==> src/rtl/load_store_unit.sv <==
// Load/store unit: runs one memory operation at a time over a req/ack data bus,
// producing byte enables, lane-replicated store data and extended load results.
module load_store_unit #(
  parameter int unsigned TIMEOUT = 16,
  parameter int unsigned CNT_W   = 8
) (
  input  logic        clk,
  input  logic        rst,
  input  logic        mem_r,
  input  logic        mem_w,
  input  logic [1:0]  mem_size,
  input  logic        unsigned_value,
  input  logic [31:0] addr,
  input  logic [31:0] wdata,
  output logic        stall,
  output logic        done,
  output logic [31:0] load_data,
  output logic        err,
  output logic [1:0]  err_cause,
  output logic        bus_req,
  output logic        bus_we,
  output logic [31:0] bus_addr,
  output logic [3:0]  bus_be,
  output logic [31:0] bus_wdata,
  input  logic        bus_ack,
  input  logic [31:0] bus_rdata
);

  localparam logic [1:0] S_IDLE = 2'd0;
  localparam logic [1:0] S_BUS  = 2'd1;
  localparam logic [1:0] S_RESP = 2'd2;

  localparam logic [1:0] CAUSE_MISALIGN = 2'b01;
  localparam logic [1:0] CAUSE_ILLEGAL  = 2'b10;
  localparam logic [1:0] CAUSE_TIMEOUT  = 2'b11;

  localparam logic [CNT_W-1:0] TO_LAST = (TIMEOUT == 0) ? '0 : CNT_W'(TIMEOUT - 1);

  logic [1:0]       state_q, state_d;
  logic [CNT_W-1:0] cnt_q, cnt_d;
  logic [31:0]      bus_addr_q, bus_addr_d;
  logic             bus_we_q, bus_we_d;
  logic [3:0]       bus_be_q, bus_be_d;
  logic [31:0]      bus_wdata_q, bus_wdata_d;
  logic [1:0]       size_q, size_d;
  logic             uns_q, uns_d;
  logic [1:0]       off_q, off_d;
  logic [31:0]      load_data_q, load_data_d;
  logic [1:0]       err_cause_q, err_cause_d;
  logic             resp_err_q, resp_err_d;

  logic        req;
  logic        illegal;
  logic        misaligned;
  logic [3:0]  be_calc;
  logic [31:0] wdata_calc;
  logic [31:0] rdata_shifted;
  logic [31:0] rdata_ext;

  assign req        = mem_r | mem_w;
  assign illegal    = (mem_r & mem_w) | (mem_size == 2'b11);
  assign misaligned = ((mem_size == 2'b01) & addr[0]) |
                      ((mem_size == 2'b10) & (addr[1:0] != 2'b00));

  always_comb begin
    be_calc    = 4'b1111;
    wdata_calc = wdata;
    case (mem_size)
      2'b00: begin
        be_calc    = 4'b0001 << addr[1:0];
        wdata_calc = {4{wdata[7:0]}};
      end
      2'b01: begin
        be_calc    = 4'b0011 << addr[1:0];
        wdata_calc = {2{wdata[15:0]}};
      end
      default: begin
        be_calc    = 4'b1111;
        wdata_calc = wdata;
      end
    endcase
  end

  // Addressed byte/half is moved down to bit 0 before extension.
  assign rdata_shifted = bus_rdata >> {off_q, 3'b000};

  always_comb begin
    rdata_ext = rdata_shifted;
    case (size_q)
      2'b00:   rdata_ext = uns_q ? {24'd0, rdata_shifted[7:0]}
                                 : {{24{rdata_shifted[7]}}, rdata_shifted[7:0]};
      2'b01:   rdata_ext = uns_q ? {16'd0, rdata_shifted[15:0]}
                                 : {{16{rdata_shifted[15]}}, rdata_shifted[15:0]};
      default: rdata_ext = rdata_shifted;
    endcase
  end

  always_comb begin
    state_d     = state_q;
    cnt_d       = cnt_q;
    bus_addr_d  = bus_addr_q;
    bus_we_d    = bus_we_q;
    bus_be_d    = bus_be_q;
    bus_wdata_d = bus_wdata_q;
    size_d      = size_q;
    uns_d       = uns_q;
    off_d       = off_q;
    load_data_d = load_data_q;
    err_cause_d = err_cause_q;
    resp_err_d  = resp_err_q;
    case (state_q)
      S_IDLE: begin
        if (req) begin
          if (illegal) begin
            err_cause_d = CAUSE_ILLEGAL;
            resp_err_d  = 1'b1;
            state_d     = S_RESP;
          end else if (misaligned) begin
            err_cause_d = CAUSE_MISALIGN;
            resp_err_d  = 1'b1;
            state_d     = S_RESP;
          end else begin
            bus_addr_d  = {addr[31:2], 2'b00};
            bus_we_d    = mem_w;
            bus_be_d    = be_calc;
            bus_wdata_d = wdata_calc;
            size_d      = mem_size;
            uns_d       = unsigned_value;
            off_d       = addr[1:0];
            cnt_d       = '0;
            state_d     = S_BUS;
          end
        end
      end
      S_BUS: begin
        // An ack in the final timeout cycle still completes the transfer.
        if (bus_ack) begin
          if (!bus_we_q) begin
            load_data_d = rdata_ext;
          end
          resp_err_d = 1'b0;
          state_d    = S_RESP;
        end else if ((TIMEOUT != 0) && (cnt_q == TO_LAST)) begin
          err_cause_d = CAUSE_TIMEOUT;
          resp_err_d  = 1'b1;
          state_d     = S_RESP;
        end else begin
          cnt_d = cnt_q + 1'b1;
        end
      end
      S_RESP: begin
        state_d = S_IDLE;
      end
      default: begin
        state_d = S_IDLE;
      end
    endcase
  end

  always_ff @(posedge clk or posedge rst) begin
    if (rst) begin
      state_q     <= S_IDLE;
      cnt_q       <= '0;
      bus_addr_q  <= '0;
      bus_we_q    <= 1'b0;
      bus_be_q    <= '0;
      bus_wdata_q <= '0;
      size_q      <= '0;
      uns_q       <= 1'b0;
      off_q       <= '0;
      load_data_q <= '0;
      err_cause_q <= '0;
      resp_err_q  <= 1'b0;
    end else begin
      state_q     <= state_d;
      cnt_q       <= cnt_d;
      bus_addr_q  <= bus_addr_d;
      bus_we_q    <= bus_we_d;
      bus_be_q    <= bus_be_d;
      bus_wdata_q <= bus_wdata_d;
      size_q      <= size_d;
      uns_q       <= uns_d;
      off_q       <= off_d;
      load_data_q <= load_data_d;
      err_cause_q <= err_cause_d;
      resp_err_q  <= resp_err_d;
    end
  end

  // Pulses and bus_req decode from state so reset drops them without a clock.
  assign stall     = (state_q != S_IDLE);
  assign bus_req   = (state_q == S_BUS);
  assign done      = (state_q == S_RESP) & ~resp_err_q;
  assign err       = (state_q == S_RESP) & resp_err_q;
  assign load_data = load_data_q;
  assign err_cause = err_cause_q;
  assign bus_we    = bus_we_q;
  assign bus_addr  = bus_addr_q;
  assign bus_be    = bus_be_q;
  assign bus_wdata = bus_wdata_q;

endmodule
==> config.mk <==
export PLATFORM = sky130hd
export DESIGN_NAME = load_store_unit
export DESIGN_NICKNAME = d
export VERILOG_FILES = /design/src/rtl/load_store_unit.sv
export SDC_FILE = /design/constraint.sdc
export NUM_CORES = 1
export LEC_CHECK = 0
export CAP_MARGIN = 20
export CORE_MARGIN = 1
export CORE_UTILIZATION = 30
export DETAILED_ROUTE_END_ITERATION = 8
export PLACE_DENSITY_LB_ADDON = 0.12
export SKIP_CTS_REPAIR_TIMING = 1
export SLEW_MARGIN = 10
export SYNTH_ARGS = -nofsm -noshare
export SYNTH_HDL_FRONTEND = slang
export SYNTH_SLANG_ARGS = --single-unit
==> constraint.sdc <==
create_clock -name clk -period 5.1 [get_ports clk]
set_input_delay 1.02 -clock clk [delete_from_list [all_inputs] [get_ports clk]]
set_output_delay 1.02 -clock clk [all_outputs]
set_load 0.05 [all_outputs]
Word level (Yosys, flattened, before mapping)
Cells that the tools add are included.
{"block": "word_totals", "mem_bits_ro": 0, "register_bits": 117, "latchBits": 0, "ram_bits": 0, "mem_count": 0}
{"block": "op_classes", "reduce_logical": 12, "muxes": 29, "shift": 3, "add_sub_neg": 1, "n_mul": 0, "n_bitwise": 12, "n_lt_le_gt_ge": 0, "n_div": 0, "n_eq_ne": 15}
{"cell": "$pmux W32 S2", "count": 2}
{"cell": "$mux W32", "count": 2}
{"cell": "$mux W8", "count": 5}
{"cell": "$shr A32 B5 Y32", "count": 1}
{"cell": "$mux W2", "count": 10}
{"cell": "$pmux W8 S2", "count": 1}
{"cell": "$ne A2 B2 Y1 const B", "count": 5}
{"cell": "$add A8 B1 Y8 const B", "count": 1}
{"cell": "$eq A8 B4 Y1 const B", "count": 1}
{"cell": "$pmux W2 S2", "count": 2}
{"cell": "$pmux W4 S2", "count": 1}
{"cell": "$reduce_and A4 Y1", "count": 2}
{"cell": "$eq A2 B1 Y1 const B", "count": 3}
{"cell": "$eq A2 B2 Y1 const B", "count": 3}
{"cell": "$logic_not A2 Y1", "count": 3}
{"cell": "$reduce_and A6 Y1", "count": 1}
{"cell": "$reduce_bool A2 Y1", "count": 3}
{"cell": "$and A1 B1 Y1", "count": 5}
{"cell": "$mux W1", "count": 5}
{"cell": "$reduce_and A5 Y1", "count": 1}
{"cell": "$not A1 Y1", "count": 4}
{"cell": "$shl A1 B2 Y4 const A", "count": 1}
{"cell": "$shl A2 B2 Y4 const A", "count": 1}
{"cell": "$ne A3 B1 Y1 const B", "count": 1}
{"cell": "6 further kinds", "count": 8}

Depth between registers and ports, before layout
Gate-level depths: netlist of run 1.
{"block": "depth", "word_depth": 7, "ltp_mapped": 8, "ltp_nobuf": 6}

Worst setup path after synthesis of run 1
OpenSTA, ideal clock, no wires.
{"block": "synth_path", "path_kind": "flip-flop to output port", "startpoint": "register state_q[0]", "endpoint": "output port done", "required_time_ns": 4.080, "path_slack_ns": 2.330, "arrival_time_ns": 1.750, "n_path_buf": 1, "stages_incl_launch_ff": 3, "cell_sequence": "dfrtp_1 clkbuf_4 nor3b_1"}
{"block": "synth_between", "elab_chain_cells": 2}
{"element": "start, declared", "line": "39", "text": "logic [1:0] state_q, state_d;"}
{"element": "start signal, assigned", "line": "175", "text": "state_q <= state_d;"}
{"element": "$eq A2 B2 Y1", "line": "193", "text": "assign done = (state_q == S_RESP) & ~resp_err_q;"}
{"element": "$and A1 B1 Y1", "line": "193"}
{"element": "end, declared", "line": "16", "text": "output logic done,"}
Every way passes these cells.

Final worst setup path of run 1
{"block": "layout_path", "startpoint": "register state_q[0]", "endpoint": "output port stall"}
{"block": "layout_between", "elab_chain_cells": 1}
{"element": "$reduce_bool A2 Y1", "line": "191", "text": "assign stall = (state_q != S_IDLE);"}
{"element": "end, declared", "line": "15", "text": "output logic stall,"}
Every way passes these cells.

==> flow_summary.yaml, run 1 <==
floorplan:
  core_um2: 18200
  rows: 49
  die_y_um: 139
  die_area_um2: 19400
  ios: 211
  start_util: 0.310
  die_w_um: 139
worst_setup_path:
  critPathKind: "reg -> out"
  path_buf_inv: 2
  cpMaxStageDelayCell: "clkdlybuf4s50_1"
  crit_fanout: 13
  cp_top_family: "buffers and inverters"
  start_kind: "flop"
  worst_ep_arrival_time_ns: 2.22
  slowest_delay_ns: 0.73
  crit_chain: "nor2_2, inv_1, clkdlybuf4s50_1"
  crit_required_ns: 4.08
  end_kind: "primary output"
power_and_ir_drop:
  p_sw_frac: 0.475
  seqPwrFrac: 0.267
  max-vdd-ir-drop_mv: 0.391
  clkPwrFrac: 0.193
  p_per_area_nw_per_um2: 712
  p_leak_nw: 3.87
  internal-power_w: 0.00320
  p_sw_w: 0.00290
  combPwrFrac: 0.540
route:
  drt_iter0_drc: 213
  drc: 0
  firstDrtPassIters: 5
  wl_per_cell_um: 16.1
  viasPerCell: 4.75
  drt_wl_total_um: 17000
  num_vias: 5026
  ant_nets: 0
timing:
  clock.fmax_mhz: 309
  setup_tns_ns: 0
  tightest_slew_ns: 0.971
  rsz0062_at_grt: "no"
  min_period_ns: 3.24
  slew_violations: 0
  timing.final.crit_share: 0.634
  max_slew_margin: 0.350
  finalHoldViolations: 0
  setup_viol: 0
  fin_skew_ns: 0.00689
final_layout:
  nFillCells: 1754
  drive_gt1_frac: 0.0783
  area_delta_synth_final_pct: 51.6
  final_nets: 922
  final_area_um2: 8570
  multiInputGateArea_um2: 2530
  instances_no_fill: 1059
  diodes: 0
  seq_area_um2: 2930
  utilization: 0.471
synth:
  syn-instance-count: 619
  async_flop_share: 1.00
  synth_ff_type: "dfrtp_1"
  avgSynthCellArea_um2: 9.13
  synth.ff_latch_count: 117
  ys_types: 54
  synth_edf_count: 0
  seq_area_frac_synth: 0.518
  ys_warn_count: 0
  netlist_area_um2: 5650
grt:
  antenna_found_initial: 0
  grt_util_all_layers: 0.180
  grt_max_degree: 58
  grt.overflow.total: 0
  grt_pass1_vias: 5135
  grt_first_pass_wirelength_um: 27400
min_path:
  holdCritPathClass: "reg -> reg"
cts:
  cts_buffers: 17
  clk_latency_ns: 0.41
  htreeDepth: 4
  cts-root-buf: "clkbuf_16"
  cts.sinks: 117
  path_clk_slew_ns: 0.06
  clockBufferDepth: 2
  cts_tree: "built"
job:
  drv_cap: 0
placement:
  dp.cells: 1024
  hpwl_um: 12200
  portBuffers: 208
  postPlaceCellArea_um2: 7910
  gp_congestion: 0.877
outcome:
  status: "completed"
routing by layer:
metal / vias up / track usage / part of all wire
li1: 2474 / - / -
met1: 2349 / 0.221 / 0.43
met2: 186 / 0.292 / 0.47
met3: 17 / 0.0695 / 0.084
met4: 0 / 0.0538 / 0.013
met5: - / 0 / 0
final timing paths:
| path | from | endpoint | slack [ns] | depth (start not counted) |
|---|---|---|---|---|
| worst max-delay path | state_q[0] | stall | 1.86 | 3 |
| worst min-delay path | bus_wdata[2] | bus_wdata[2] | 0.47 | 2 |
| worst max register to register | state_q[1] | load_data[24] | 2.94 | 5 |
| worst min register to register | bus_wdata[2] | bus_wdata[2] | 0.47 | 2 |
| max in group asynchronous | rst | load_data[13] | 3.10 | 3 |
| min in group asynchronous | rst | bus_addr[14] | 1.10 | 2 |
cell usage after synthesis (2+ instances only):
master    number  share of area
buf_4          2         0.0027
inv_1          6         0.0040
dfrtp_1      117           0.52
nand3_1       22          0.019
nor3b_1        2         0.0027
and3b_1        2         0.0031
o21ai_1       27          0.024
nand2_1      196           0.13
nor2_2         2         0.0022
a221o_1        9          0.016
buf_2         18          0.016
nor2b_1        2         0.0022
o21ai_0       23          0.020
or2_2          2         0.0022
and3_1         2         0.0022
nor2_1        44          0.029
xnor2_1        5         0.0077
nand2b_1       2         0.0022
nor3_1         3         0.0027
a21oi_1       33          0.029
clkbuf_1      17          0.011
mux2i_1       44          0.078
a21o_1         2         0.0027
mux2_2         7          0.014
flip-flops by register name (all words and copies together) (netlist names):
name        cells
bus_addr       30
bus_be          4
bus_wdata      32
bus_we          1
cnt_q           8
err_cause       2
load_data      32
off_q           2
resp_err_q      1
size_q          2
state_q         2
uns_q           1
power groups by stage:
| stage | clock (W) | sequential [W] | combinational, W |
|---|---|---|---|
| after floorplan | 0 | 0.00295 | 0.000818 |
| after global placement | 0 | 0.00166 | 0.00324 |
| after detailed placement | 0 | 0.00166 | 0.00326 |
| after CTS | 0.00121 | 0.00166 | 0.00326 |
| after global routing | 0.00126 | 0.00169 | 0.00348 |
| final | 0.00118 | 0.00163 | 0.00330 |
cells in the final DEF, fill, tap and decap left out, types with 4 or more instances in the layout:
cell type and n:
xnor2_1 5, nor2_1 43, nand3_1 22, clkdlybuf4s50_1 208
dfrtp_1 117, o21ai_1 27, buf_4 7, mux2_2 7
a221o_1 9, inv_1 5, o21ai_0 23, clkbuf_16 17
a21oi_1 33, mux2i_1 44, nand2_1 196, clkinv_4 4
final cells by class:
type / instances / share of cell area
clock buffers: 21 / 0.0537
clock inverters: 11 / 0.0149
inverters: 6 / 0.00292
multi-input cells: 457 / 0.295
flip-flops and latches: 117 / 0.342
well taps: 229 / 0.0334
repair buffers: 218 / 0.258
worst register-to-register path: stages (launching register included):
cell and delay, ns:
dfrtp_1 0.52, nor2b_4 0.21, nand3b_4 0.32, or3_4 0.48, a211oi_4 0.39, a221o_1 0.19
cell families after synthesis:
group,synth area share
AO/OA/AOI/OAI,0.118
XOR/XNOR,0.00930
adder cells (fa/ha/maj),0.00221
buffers and inverters,0.0378
flip-flops,0.518
multiplexers,0.0978
other,0.000663
AND/OR/NAND/NOR,0.216
metrics by stage:
| stage | worst slack, ns | total power [W] | hold slack [ns] |
|---|---|---|---|
| after detailed placement | 1.40 | 0.00492 | 0.465 |
| after CTS | 1.83 | 0.00613 | 0.480 |
| after floorplan | 0.979 | 0.00377 | 0.470 |
| after global routing | 1.75 | 0.00642 | 0.496 |
| final | 1.86 | 0.00610 | 0.471 |
| after global placement | 1.46 | 0.00489 | 0.457 |
Note: power is estimated with default switching activity, not from simulation.
==> run 2, diff against run 1 <==
==> constraint.sdc (replaced) <==
create_clock -name clk -period 2.85 [get_ports clk]
set_input_delay 0.57 -clock clk [delete_from_list [all_inputs] [get_ports clk]]
set_output_delay 0.57 -clock clk [all_outputs]
set_load 0.05 [all_outputs]
==> run 2 against run 1 <==
Net effect: highest routed layer unchanged; first-iteration DRC count increased by 12%; clock power increased by 83%; critical path type unchanged; register-to-register slack lost 2.0 ns; core utilization decreased by 0.076 points; hold slack better by 0.0033 ns.
==> flow_summary.yaml, run 2 (synthesis results as in run 1) <==
final_layout:
  area_delta_synth_final_pct: 51.3
  final_nets: 925
  drive_gt1_frac: 0.0805
  final_cell_mix: "clkdlybuf4s50_1 (208), nand2_1 (196), dfrtp_1 (117)"
  final_common_cell: "clkdlybuf4s50_1"
  diodes: 0
floorplan:
  ios: 211
  die_w_um: 139
  core_um2: 18200
  start_util: 0.310
  die_area_um2: 19400
  rows: 49
  die_y_um: 139
timing:
  fin_skew_ns: 0.00882
  tightest_slew_ns: 0.965
  max_slew_margin: 0.354
  finalHoldViolations: 0
  rsz0062_at_grt: "no"
  min_period_ns: 2.69
  clock.fmax_mhz: 371
  setup_viol: 0
  setup_tns_ns: 0
  slew_violations: 0
  timing.final.crit_share: 0.945
outcome:
  status: "completed"
cts:
  cts_buffers: 17
  cts.sinks: 117
  clk_latency_ns: 0.41
  clockBufferDepth: 2
  path_clk_slew_ns: 0.05
  htreeDepth: 4
  cts_tree: "built"
  cts-root-buf: "clkbuf_16"
route:
  drc: 0
  num_vias: 5038
  viasPerCell: 4.75
  wl_per_cell_um: 16.2
  firstDrtPassIters: 4
  drt_wl_total_um: 17100
  drt_iter0_drc: 239
  ant_nets: 0
placement:
  hpwl_um: 12400
  gp_congestion: 0.892
  portBuffers: 208
worst_setup_path:
  endpoint: "bus_req"
  r2r_end: "load_data[11]"
  r2r_cells: 6
  worst_ep_arrival_time_ns: 2.12
  crit_fanout: 13
  crit_required_ns: 2.28
  rr_startpoint: "off_q[1]"
  start_kind: "flop"
  r2r_slack_ns: 0.95
  critPathLaunch: "state_q[0]"
  end_kind: "primary output"
  critPathKind: "reg -> out"
grt:
  grt.overflow.total: 0
  grt_first_pass_wirelength_um: 28200
  antenna_found_initial: 0
  grt_max_degree: 118
  grt_util_all_layers: 0.186
  grt_pass1_vias: 5361
power_and_ir_drop:
  max-vdd-ir-drop_mv: 0.618
  p_leak_nw: 3.87
  p_per_area_nw_per_um2: 1280
  power_w: 0.0110
job:
  drv_cap: 0
min_path:
  holdCritPathClass: "reg -> reg"
-- run 2: worst min path at each step --
stage / from / end / depth (start not counted)
after CTS: bus_addr[4] / bus_addr[4] / 2
after detailed placement: bus_addr[24] / bus_addr[24] / 2
after floorplan: uns_q / uns_q / 2
final: load_data[4] / load_data[4] / 2
after global placement: bus_wdata[6] / bus_wdata[6] / 2
after global routing: bus_wdata[30] / bus_wdata[30] / 2
-- run 2: area by class of cell --
class	instances	area (um^2)
Clock buffer	21	460
Clock inverter	10	130
Fill cell	1739	9650
Inverter	6	26.3
Multi-Input combinational cell	457	2530
Sequential cell	117	2930
Tap cell	229	287
Timing Repair Buffer	221	2190
-- run 2: routing by layer --
layer	up-vias	part of all wire	global-route usage
met5	-	0	0
met4	0	0.017	0.0731
met3	19	0.087	0.0771
met2	183	0.48	0.305
met1	2359	0.42	0.215
li1	2477	-	-
-- run 2: metrics by stage --
stage          std cells   util  worst slack (ns)  cell area [um^2]  hold slack [ns]
2_1_floorplan        620      -             0.530              5660            0.470
6_report            1061  0.470             0.157              8550            0.475
4_1_cts             1061  0.470             0.101              8550            0.480
3_5_place_dp        1030  0.437             0.219              7960            0.461
5_1_grt             1061  0.470            0.0171              8550            0.499
3_3_place_gp        1030  0.437             0.308              7960            0.459
-- run 2: worst max-delay path, stage by stage, from the launching register on --
cell and delay [ns]:
dfrtp_1 0.59, nand2b_1 0.17, inv_1 0.12, clkdlybuf4s50_1 0.82
-- run 2: report_power, final --
group / leakage [nW] / total, W / switching [W] / internal [W]
combinational: 2.12 / 0.00589 / 0.00393 / 0.00196
clock: 0.288 / 0.00216 / 0.000750 / 0.00141
sequential: 1.46 / 0.00292 / 0.000502 / 0.00241
total: 3.87 / 0.0110 / 0.00518 / 0.00578
